===== config.mk =====
export PLATFORM = sky130hd
export DESIGN_NAME = ysyx_25020047_mdu
export DESIGN_NICKNAME = d
export VERILOG_FILES = /design/src/rtl/ysyx_25020047_mdu.sv
export SDC_FILE = /design/constraint.sdc
export NUM_CORES = 1
export LEC_CHECK = 0
export BUFFER_PORTS_ARGS = -buffer_cell sky130_fd_sc_hd__buf_4
export CAP_MARGIN = 15
export CORE_AREA = 2 2 260 160
export CTS_BUF_LIST = sky130_fd_sc_hd__clkbuf_8 sky130_fd_sc_hd__clkbuf_16
export DETAILED_ROUTE_END_ITERATION = 16
export DIE_AREA = 0 0 262 162
export PLACE_DENSITY = 0.64
export SLEW_MARGIN = 20
export SYNTH_ARGS = -nofsm -noshare
export SYNTH_HDL_FRONTEND = slang
export SYNTH_SLANG_ARGS = --single-unit

===== constraint.sdc =====
create_clock -name clk -period 5.6 [get_ports clk]
set_clock_uncertainty 0.1 [all_clocks]
set_input_delay 1.12 -clock clk [delete_from_list [all_inputs] [get_ports clk]]
set_output_delay 1.12 -clock clk [all_outputs]
set_load 0.02 [all_outputs]

===== src/rtl/ysyx_25020047_mdu.sv =====
// Iterative RV32M multiply/divide unit: radix-2 shift-add multiply, restoring divide.
// One operation in flight; the result is held until the consumer takes it.
module ysyx_25020047_mdu #(
    parameter int XLEN      = 32,
    parameter int TAG_W     = 5,
    parameter bit FAST_ZERO = 1'b1
) (
    input  logic             clk,
    input  logic             rst_n,
    input  logic             in_valid,
    output logic             in_ready,
    input  logic [2:0]       op,
    input  logic [XLEN-1:0]  src1,
    input  logic [XLEN-1:0]  src2,
    input  logic [TAG_W-1:0] tag_in,
    input  logic             flush,
    output logic             out_valid,
    input  logic             out_ready,
    output logic [XLEN-1:0]  result,
    output logic [TAG_W-1:0] tag_out,
    output logic             busy,
    output logic [1:0]       dbg_state
);

    // Handshake: a request transfers on a rising edge where in_valid & in_ready & !flush;
    // a result transfers on a rising edge where out_valid & out_ready. Producers hold
    // valid and payload stable until the transfer; ready never depends on valid.

    typedef enum logic [1:0] {
        S_IDLE = 2'd0,
        S_CALC = 2'd1,
        S_DONE = 2'd2
    } state_e;

    localparam int               CNT_W    = $clog2(XLEN + 1);
    localparam logic [CNT_W-1:0] CNT_LAST = CNT_W'(XLEN);
    localparam logic [XLEN-1:0]  ONES     = {XLEN{1'b1}};
    localparam logic [XLEN-1:0]  MIN_VAL  = {1'b1, {(XLEN-1){1'b0}}};

    state_e              state_q, state_d;
    logic [CNT_W-1:0]    cnt_q, cnt_d;
    logic [2:0]          op_q;
    logic [XLEN-1:0]     a_q;
    logic [2*XLEN-1:0]   acc_q;
    logic                neg1_q, neg2_q, dz_q, ovf_q;
    logic [XLEN-1:0]     src1_q;
    logic [TAG_W-1:0]    tag_q;
    logic [XLEN-1:0]     result_q;
    logic [TAG_W-1:0]    tag_out_q;

    logic                load, iter, fin;

    // ---------------- request decode ----------------
    logic                accept;
    logic                sgn1_in, sgn2_in, neg1_in, neg2_in;
    logic [XLEN-1:0]     mag1, mag2;
    logic                dz_in, ovf_in;

    assign accept  = in_valid & (state_q == S_IDLE) & ~flush;
    assign sgn1_in = (op == 3'd0) | (op == 3'd1) | (op == 3'd2) | (op == 3'd4) | (op == 3'd6);
    assign sgn2_in = (op == 3'd0) | (op == 3'd1) | (op == 3'd4) | (op == 3'd6);
    assign neg1_in = sgn1_in & src1[XLEN-1];
    assign neg2_in = sgn2_in & src2[XLEN-1];
    assign mag1    = neg1_in ? (~src1 + 1'b1) : src1;
    assign mag2    = neg2_in ? (~src2 + 1'b1) : src2;
    assign dz_in   = op[2] & (src2 == '0);
    assign ovf_in  = ((op == 3'd4) | (op == 3'd6)) & (src1 == MIN_VAL) & (src2 == ONES);

    // ---------------- one iteration ----------------
    // acc_q = {hi, lo}: mul keeps partial product in hi and multiplier in lo;
    // div keeps partial remainder in hi and dividend/quotient in lo.
    logic [XLEN:0]       mul_sum;
    logic [2*XLEN-1:0]   mul_next;
    logic [XLEN:0]       div_shift, div_diff;
    logic [2*XLEN-1:0]   div_next;

    assign mul_sum   = {1'b0, acc_q[2*XLEN-1:XLEN]} + (acc_q[0] ? {1'b0, a_q} : {(XLEN+1){1'b0}});
    assign mul_next  = {mul_sum, acc_q[XLEN-1:1]};
    assign div_shift = {acc_q[2*XLEN-1:XLEN], acc_q[XLEN-1]};
    assign div_diff  = div_shift - {1'b0, a_q};
    assign div_next  = div_diff[XLEN] ? {div_shift[XLEN-1:0], acc_q[XLEN-2:0], 1'b0}
                                      : {div_diff[XLEN-1:0],  acc_q[XLEN-2:0], 1'b1};

    // ---------------- sign fix-up and selection ----------------
    logic [2*XLEN-1:0]   prod_s;
    logic [XLEN-1:0]     quo_s, rem_s;
    logic [XLEN-1:0]     final_val;

    assign prod_s = (neg1_q ^ neg2_q) ? (~acc_q + 1'b1) : acc_q;
    assign quo_s  = (neg1_q ^ neg2_q) ? (~acc_q[XLEN-1:0] + 1'b1) : acc_q[XLEN-1:0];
    assign rem_s  = neg1_q ? (~acc_q[2*XLEN-1:XLEN] + 1'b1) : acc_q[2*XLEN-1:XLEN];

    always_comb begin
        final_val = '0;
        case (op_q)
            3'd0:          final_val = prod_s[XLEN-1:0];
            3'd1, 3'd2,
            3'd3:          final_val = prod_s[2*XLEN-1:XLEN];
            3'd4, 3'd5: begin
                if (dz_q)       final_val = ONES;
                else if (ovf_q) final_val = MIN_VAL;
                else            final_val = quo_s;
            end
            default: begin
                if (dz_q)       final_val = src1_q;
                else if (ovf_q) final_val = '0;
                else            final_val = rem_s;
            end
        endcase
    end

    // ---------------- control FSM ----------------
    always_ff @(posedge clk or negedge rst_n) begin
        if (!rst_n) begin
            state_q <= S_IDLE;
            cnt_q   <= '0;
        end else begin
            state_q <= state_d;
            cnt_q   <= cnt_d;
        end
    end

    // CALC spends XLEN iteration cycles plus one fix-up cycle (cnt == XLEN);
    // a special case skips straight to the fix-up cycle.
    always_comb begin
        state_d = state_q;
        cnt_d   = cnt_q;
        load    = 1'b0;
        iter    = 1'b0;
        fin     = 1'b0;
        if (flush) begin
            state_d = S_IDLE;
            cnt_d   = '0;
        end else begin
            case (state_q)
                S_IDLE: begin
                    if (accept) begin
                        state_d = S_CALC;
                        cnt_d   = '0;
                        load    = 1'b1;
                    end
                end
                S_CALC: begin
                    if (cnt_q == CNT_LAST) begin
                        fin     = 1'b1;
                        state_d = S_DONE;
                        cnt_d   = '0;
                    end else if (FAST_ZERO && (dz_q || ovf_q)) begin
                        cnt_d = CNT_LAST;
                    end else begin
                        iter  = 1'b1;
                        cnt_d = cnt_q + CNT_W'(1);
                    end
                end
                S_DONE: begin
                    if (out_ready) state_d = S_IDLE;
                end
                default: state_d = S_IDLE;
            endcase
        end
    end

    // ---------------- datapath registers ----------------
    always_ff @(posedge clk or negedge rst_n) begin
        if (!rst_n) begin
            op_q      <= '0;
            a_q       <= '0;
            acc_q     <= '0;
            neg1_q    <= 1'b0;
            neg2_q    <= 1'b0;
            dz_q      <= 1'b0;
            ovf_q     <= 1'b0;
            src1_q    <= '0;
            tag_q     <= '0;
            result_q  <= '0;
            tag_out_q <= '0;
        end else begin
            if (load) begin
                op_q   <= op;
                a_q    <= op[2] ? mag2 : mag1;
                acc_q  <= {{XLEN{1'b0}}, (op[2] ? mag1 : mag2)};
                neg1_q <= neg1_in;
                neg2_q <= neg2_in;
                dz_q   <= dz_in;
                ovf_q  <= ovf_in;
                src1_q <= src1;
                tag_q  <= tag_in;
            end
            if (iter) acc_q <= op_q[2] ? div_next : mul_next;
            if (fin) begin
                result_q  <= final_val;
                tag_out_q <= tag_q;
            end
        end
    end

    assign in_ready  = (state_q == S_IDLE);
    assign busy      = (state_q != S_IDLE);
    assign out_valid = (state_q == S_DONE);
    assign result    = result_q;
    assign tag_out   = tag_out_q;
    assign dbg_state = state_q;

endmodule

Word level (Yosys, flattened, before mapping)
Cells that the tools add are included.
Cells by class
  $add $sub $neg: 8
  eq/ne operators: 17
  muxes and demuxes: 37
  bitwise operators: 21
  reductions and logical operators: 12
Operators by type and width (count)
  $mux W32: 11
  $mux W64: 5
  $add A32 B1 Y32 const B: 4
  $not A32 Y32: 4
  $pmux W32 S3: 1
  $add A64 B1 Y64 const B: 1
  $eq A32 B32 Y1 const B: 2
  $not A64 Y64: 1
  $add A32 B32 Y33: 1
  $sub A33 B32 Y33: 1
  $logic_not A32 Y1: 1
  $mux W6: 4
  $eq A3 B3 Y1 const B: 4
  $pmux W6 S2: 1
  $mux W1: 10
  $eq A3 B2 Y1 const B: 3
  $mux W2: 4
  $and A1 B1 Y1: 7
  $or A1 B1 Y1: 7
  $add A6 B1 Y6 const B: 1
  $eq A3 B1 Y1 const B: 2
  $eq A6 B6 Y1 const B: 1
  $logic_not A3 Y1: 2
  $pmux W2 S3: 1
  15 further kinds: 16
Storage, ports and cells
  register bits after elaboration: 185
  output and inout port bits: 42

Longest topological paths before layout
Gate-level depths: netlist (run 1).
  depth after elaboration: 10
  gate-level depth with buffers: 15
  mapped depth without buffers: 14

Worst setup path before layout (run 1)
Ideal clock, no wire load.
  path type: input-to-reg
  from: input port src1[13]
  to: register a_q[28]
  arrival: 3.545 ns
  required time: 5.359 ns
  setup slack: 1.815 ns
  cell stages on the path: 8
  path buffers: 0
  cell sequence: or4_1 -> or4_4 -> nor4_2 -> nand2_1 -> or4_1 -> o41ai_1 -> xor2_1 -> o221ai_1
On the way
  longest elaborated chain between the ends: 4
Ends and longest elaborated chain
  start, declared: RTL line 13  | input logic [XLEN-1:0] src1,
  $not A32 Y32: RTL line 64  | assign mag1 = neg1_in ? (~src1 + 1'b1) : src1;
  $add A32 B1 Y32: RTL line 64
  $mux W32: RTL line 64
  $mux W32: RTL line 180  | a_q <= op[2] ? mag2 : mag1;
  end signal, assigned: RTL line 180
  end, declared: RTL line 43  | logic [XLEN-1:0] a_q;
Every way passes these cells.
A chain may end at the register's enable or synchronous reset.

Final worst setup path (run 1)
  from: register acc_q[0]
  to: register acc_q[61]
On the way
  longest elaborated chain between the ends: 4
Ends and longest elaborated chain
  start, declared: RTL line 44  | logic [2*XLEN-1:0] acc_q;
  start signal, assigned: RTL line 181  | acc_q <= {{XLEN{1'b0}}, (op[2] ? mag1 : mag2)};
  start signal, assigned: RTL line 189  | if (iter) acc_q <= op_q[2] ? div_next : mul_next;
  $mux W32: RTL line 77  | assign mul_sum = {1'b0, acc_q[2*XLEN-1:XLEN]} + (acc_q[0] ? {1'b0, a_q} : {(XLEN+1){1'b0}});
  $add A32 B32 Y33: RTL line 77
  $mux W64 (2 in series): RTL line 189
Every way passes these cells.

==> results of run 1 <==
==> report_power, final <==
group	internal [uW]	total [uW]	switching [uW]
Sequential	1610	2310	702
Clock	606	1290	684
Combinational	1960	5100	3140
==> stage by stage <==
stage               hold slack, ps  utilization (%)  std cells  total power [uW]  area, sq um
global route                   396             45.4       2662              9240        18100
floorplan                      337                -       2100              5660        16200
finish                         371             45.4       2662              8710        18100
CTS                            371             45.4       2662              8510        18100
global placement               348             43.9       2630              7180        17500
detailed placement             351             43.9       2630              7220        17500
==> synthesized netlist by cell type (24+ instances only) <==
cell type | n | area [sq um]
a21oi_1 | 140 | 701
ha_1 | 71 | 888
o31ai_1 | 29 | 218
xor2_1 | 83 | 727
a21o_1 | 30 | 225
o21ai_0 | 157 | 786
a221oi_1 | 59 | 517
dfrtp_1 | 185 | 4630
a211oi_1 | 27 | 203
o211ai_1 | 24 | 180
clkbuf_1 | 131 | 492
inv_1 | 69 | 259
xnor2_1 | 116 | 1020
nor2_1 | 189 | 709
nand3_1 | 60 | 300
mux2i_1 | 52 | 521
o221ai_1 | 37 | 324
nand2_1 | 303 | 1140
nor3_1 | 52 | 260
==> cells in the final DEF, fill, tap and decap left out, types with 24 or more instances in the layout <==
master    netlist  final
a211oi_1       27     26
a21o_1         30     30
a21oi_1       140    140
a221oi_1       59     59
buf_4           0    139
dfrtp_1       185    184
ha_1           71     71
inv_1          69     69
mux2i_1        52     52
nand2_1       303    303
nand3_1        60     58
nor2_1        189    185
nor3_1         52     52
o211ai_1       24     24
o21ai_0       157    157
o221ai_1       37     37
o31ai_1        29     29
xnor2_1       116    114
xor2_1         83     82
==> registers in the layout, indices dropped and copies added, names as in the netlist, 3 cells and up <==
| signal | flops |
|---|---|
| a_q | 32 |
| tag_out | 5 |
| cnt_q | 6 |
| acc_q | 64 |
| src1_q | 32 |
| op_q | 3 |
| result | 32 |
| tag_q | 5 |
==> worst paths after layout <==
kind,from,to,slack (ps),cells after the start
max in group asynchronous,rst_n,result[2],3700,2
max,acc_q[0],acc_q[61],1120,14
min reg2reg,tag_q[3],tag_out[3],370,2
min in group asynchronous,rst_n,acc_q[53],690,1
min,tag_q[3],tag_out[3],370,2
max reg2reg,acc_q[0],acc_q[61],1120,14
==> kinds of logic (layout without fill, tap and decap cells) <==
logic type               after synthesis  in the layout  synth area share, %
AO/OA/AOI/OAI                        625            625                 25.5
XOR/XNOR                             199            199                 10.7
adder cells (fa/ha/maj)               73             73                 5.72
buffers and inverters                212            243                 4.96
flip-flops                           185            185                 28.5
multiplexers                          53             53                 3.28
AND/OR/NAND/NOR                      753            753                 21.3
==> worst max-delay path: stages, from the launching register on <==
cell	delay, ps
dfrtp_1	520
and2_1	190
ha_1	200
inv_1	70
fa_1	410
nand2b_1	200
a21oi_1	250
o41ai_1	200
o31ai_1	960
or3_1	210
a21oi_1	160
o21ai_0	380
xnor2_1	170
o221ai_1	130
a22o_1	210
==> cell type report <==
type / instances / area (sq um)
timing repair buffer: 142 / 1100
clock inverter: 15 / 173
multi-input combinational: 1703 / 10900
tap: 531 / 664
inverter: 69 / 259
sequential: 185 / 4630
fill: 4040 / 21800
clock buffer: 17 / 425
==> layer usage <==
layer,vias up,global-route usage [%]
met5,-,1.97
met4,2,5.68
met3,73,11.4
met2,1074,39.9
met1,8246,50.0
li1,7645,-
==> results.cfg, run 1 <==
[worst_setup_path]
crit_arrival_ps = 4740
path_class = register to register
critPathLaunchType = register
crit_fanout = 8
cp-end-kind = register
crit_required_ps = 5860

[job]
maxCapViolCount = 0

[clock_network]
cts.sinks = 185
post_cts_buffers = 0
cts.hold.buffers_added = 0
htree_num_levels = 4
clk_path_buf_depth = 2
post_cts_resized = 0
cts_buffers = 17
clockRootBuffer = clkbuf_16
clk_latency_ps = 470
cts_tree = built
clk_pin_slew_ps = 80

[sta]
setup_viol_count_final = 0
period_share_pct = 80.0
final_max_slew_viol_count = 0
hold_viol_final = 0
maxSlewHeadroom_pct = 24.7
setup_tns_ps = 0
setup_slack_ps = 1120
worst_pin_slew_ps = 1120
rsz0062_at_grt = false
max_freq_ghz = 0.223
timing.final.crit_period_ps = 4480

[placed_design]
place_ws_ps = 1380
dp_hpwl_microns = 51400
gp_routability_congestion = 1.03
port_buffers = 118

[finish]
nets = 2268
antenna_cells = 0
drive_gt1_share_pct = 10.1
area_growth_pct = 11.7

[synthesis]
avgSynthCellArea_sq_um = 7.73
synth_enable_flop_cells = 0
ys_ff_latch = 185
syn_inst = 2100
yosysSeqAreaShare_pct = 28.5
synth_top_flop_cell = dfrtp_1
syn-cell-area_sq_um = 16200
synth_nets = 2250
ys_warn_count = 0
synth_cell_type_count = 80
synthArstFlopShare_pct = 100

[route]
vias_per_cell = 6.40
wl_met3_microns = 9720
wl_met1_microns = 31600
firstDrtPassIters = 7
wl_per_cell_microns = 25.4
routed_wl_microns = 67700
wl_met2_microns = 25200
drc_errors = 0
drt-initial-drc-count = 2570
maxUsedRoutingLayer = met5
ant_nets = 0
vias = 17000

[floorplan]
die_w_microns = 262
die_area_sq_um = 42400
core_sq_um = 39900
io-pin-count = 119
die_h_microns = 162
initial_core_util_pct = 40.7
num_rows = 57

[power_and_ir_drop]
ir_drop_mv = 0.238
power.leakage_uw = 0.00798
power_density_nw_per_um2 = 480

[grt]
grt_max_degree = 147
grt_overflow = 0
antenna_found_initial = 0
grt_pass1_wl_microns = 100000
track_usage_pct = 31.6
grt_pass1_vias = 15100

[worst_hold_path]
worstHoldPathType = register to register

[outcome]
status = complete, no violations
Note: power is estimated with default switching activity, not from simulation.
==> run 2: changes to the inputs <==
--- a/config.mk
+++ b/config.mk
@@ -5,13 +5,14 @@
 export SDC_FILE = /design/constraint.sdc
 export NUM_CORES = 1
 export LEC_CHECK = 0
+export ABC_AREA = 1
 export BUFFER_PORTS_ARGS = -buffer_cell sky130_fd_sc_hd__buf_4
 export CAP_MARGIN = 15
-export CORE_AREA = 2 2 260 160
+export CORE_AREA = 2 2 279 171
 export CTS_BUF_LIST = sky130_fd_sc_hd__clkbuf_8 sky130_fd_sc_hd__clkbuf_16
 export DETAILED_ROUTE_END_ITERATION = 16
-export DIE_AREA = 0 0 262 162
-export PLACE_DENSITY = 0.64
+export DIE_AREA = 0 0 281 173
+export PLACE_DENSITY = 0.66
 export SLEW_MARGIN = 20
 export SYNTH_ARGS = -nofsm -noshare
 export SYNTH_HDL_FRONTEND = slang
==> constraint.sdc (replaced) <==
create_clock -name clk -period 3.85 [get_ports clk]
set_clock_uncertainty 0.1 [all_clocks]
set_input_delay 0.77 -clock clk [delete_from_list [all_inputs] [get_ports clk]]
set_output_delay 0.77 -clock clk [all_outputs]
set_load 0.02 [all_outputs]
==> run 2 against run 1 <==
Effect of this change: sequential share of layout area down 3.6 points; core utilization up 0.70 points; wire length increased by 32%; synthesized cell count rose by 51%; sequential power grew 41%; largest power group unchanged; highest routed layer unchanged.
==> results.cfg, run 2 <==
[finish]
largest_register_ffs = 64
final_common_cell = nand2_1
top_register = acc_q
final_cell_mix = 1003 x nand2_1, 411 x inv_1, 323 x nand3_1, 317 x nor2_1, 201 x o21ai_0
area_growth_pct = 13.0
antenna_cells = 0
drive_gt1_share_pct = 8.30
fillCellCount = 4939
nets = 3425

[worst_hold_path]
worstHoldPathType = input pin to asynchronous set/reset pin

[grt]
grt_pass1_vias = 19400
grt_overflow = 0
grt_max_degree = 83
antenna_found_initial = 1
grt_pass1_wl_microns = 129000
track_usage_pct = 36.1

[sta]
max_freq_ghz = 0.301
period_share_pct = 86.3
timing.final.crit_period_ps = 3320
worst_pin_slew_ps = 1100
maxSlewHeadroom_pct = 25.7
hold_viol_final = 0
setup_viol_count_final = 0
setup_tns_ps = 0
rsz0062_at_grt = false
final_max_slew_viol_count = 0

[power_and_ir_drop]
internal_power_uw = 6570
power.leakage_uw = 0.0110
ir_drop_mv = 0.396
seqPwrFrac_pct = 20.0
pwr-share-clk_pct = 12.6
swShare_pct = 59.5
power_density_nw_per_um2 = 768
combPwrFrac_pct = 67.4
total_power_uw = 16200
switchingPower_uw = 9660

[synthesis]
synth_compound_area_share_pct = 16.1
avgSynthCellArea_sq_um = 5.89
ys_warn_count = 0
synth_cell_type_count = 53
synth_top_flop_cell = dfrtp_1
synthAdderAreaFrac_pct = 4.96
syn-cell-area_sq_um = 18700
synth_enable_flop_cells = 0
yosys-top-cells-count = 1003 x nand2_1, 412 x inv_1, 324 x nand3_1
syn_inst = 3181
yosys-mux-area-fraction_pct = 0
ys_ff_latch = 185
yosysTopAreaCell = dfrtp_1
yosys-top-cells-area = dfrtp_1 25%, nand2_1 20%, nand3_1 8.7%
synth_nets = 3331
synthSimpleGateAreaFrac_pct = 40.2
synth_top_family_by_area = simple AND/OR/NAND/NOR gates
synthArstFlopShare_pct = 100
yosysSeqAreaShare_pct = 24.7
yosysMostFrequentCell = nand2_1
synth_xor_area_share_pct = 2.90
yosysTopAreaCellShare_pct = 24.7

[worst_setup_path]
r2r_cells = 17
reg2reg_setup_slack_ps = 530
r2r-start = acc_q[31]
cp_num_buf_inv = 2
crit_arrival_ps = 3530
crit_fanout = 31
crit_family = simple AND/OR/NAND/NOR gates
critPathLaunchType = register
crit_required_ps = 4060
slowest_delay_ps = 520
r2r-end = acc_q[0]
cpMaxStageDelayCell = nand2_2
crit_top_cell = nand2_1
path_class = register to register
path_cells = inv_1, ha_1, fa_1, inv_1, nand2_1, nand2_1, nand3_1, nand2_1, nand2_1, nand2_1, nand2_1, nand2_1, nand2_1, nand2_2, nand2_2, o211ai_1, o21ai_0
cp-end-kind = register

[floorplan]
io-pin-count = 119
core_sq_um = 45900
die_w_microns = 281
initial_core_util_pct = 40.8
num_rows = 61
die_area_sq_um = 48600
die_h_microns = 173

[clock_network]
clk_path_buf_depth = 2
cts_tree = built
clk_pin_slew_ps = 90
clk_latency_ps = 490
clockRootBuffer = clkbuf_16
post_cts_buffers = 0
htree_num_levels = 4
cts.sinks = 185
cts.hold.buffers_added = 0
post_cts_resized = 0
cts_buffers = 17

[route]
drt-initial-drc-count = 3571
ant_nets = 0
vias = 22500
wl_per_cell_microns = 22.9
firstDrtPassIters = 8
routed_wl_microns = 89500
drc_errors = 0
vias_per_cell = 5.74

[job]
maxCapViolCount = 0

[outcome]
status = complete, no violations

[placed_design]
port_buffers = 118
dp_hpwl_microns = 72500
gp_routability_congestion = 1.05
[run 2: cell count changes after synthesis, moves of 27 or more]
cell,change
nand2_1,+700
inv_1,+343
nand3_1,+264
nor2_1,+129
xnor2_1,-104
clkbuf_1,-70
a221oi_1,-59
mux2i_1,-52
o21ai_0,+44
a21oi_1,+39
xor2_1,-33
nand4_1,+28
a211oi_1,-27
[run 2: worst max-delay path by stage]
stage	from	to	slack [ps]	cells after the start
after floorplan	acc_q[0]	acc_q[61]	1130	19
after global placement	op[2]	acc_q[16]	600	11
after detailed placement	op[2]	acc_q[16]	570	11
after CTS	acc_q[31]	acc_q[0]	610	17
after global routing	acc_q[31]	acc_q[0]	270	17
final	acc_q[31]	acc_q[0]	530	17
[run 2: per-layer routing]
metal  track usage (%)  routed length [microns]
met5                 0                       10
met3              20.1                    16700
met2              41.6                    30500
met1              56.2                    41100
met4              5.37                     1250
[run 2: cells by family (layout without fill, tap and decap cells)]
kind of cell             after synthesis  in the layout
buffers and inverters                531            638
AND/OR/NAND/NOR                     1796           1796
AO/OA/AOI/OAI                        534            534
adder cells (fa/ha/maj)               73             73
XOR/XNOR                              62             62
flip-flops                           185            185
[run 2: per-stage QoR]
| step | hold WS (ps) | util (%) | setup WS (ps) | cells | cell area [sq um] |
|---|---|---|---|---|---|
| after floorplan | 342 | - | 1130 | 3181 | 18700 |
| after global placement | 351 | 44.7 | 597 | 3886 | 20500 |
| after detailed placement | 359 | 44.7 | 573 | 3886 | 20500 |
| after CTS | 159 | 46.1 | 607 | 3918 | 21100 |
| after global routing | 157 | 46.1 | 267 | 3918 | 21100 |
| final | 133 | 46.1 | 528 | 3918 | 21100 |
[run 2: final cells by class]
cell class | count | area (sq um) | share of cell area, %
inverter | 421 | 1580 | 7.48
sequential | 185 | 4630 | 21.9
clock buffer | 17 | 425 | 2.01
clock inverter | 15 | 231 | 1.09
tap | 630 | 788 | 3.73
multi-input combinational | 2465 | 12100 | 57.0
timing repair buffer | 185 | 1430 | 6.77
[run 2: power groups by stage]
stage,combinational [uW],sequential (uW),clock (uW)
final,10900,3250,2050
after global routing,11800,3260,2120
after CTS,10400,3160,2040
after detailed placement,10300,3200,0
after global placement,10300,3200,0
after floorplan,6670,2980,0
[run 2: worst reg2reg max path, stage by stage (launching register included)]
cell,delay (ps)
dfrtp_1,510
inv_1,120
ha_1,230
fa_1,410
inv_1,100
nand2_1,50
nand2_1,70
nand3_1,70
nand2_1,130
nand2_1,60
nand2_1,110
nand2_1,100
nand2_1,80
nand2_1,60
nand2_2,520
nand2_2,190
o211ai_1,130
o21ai_0,110
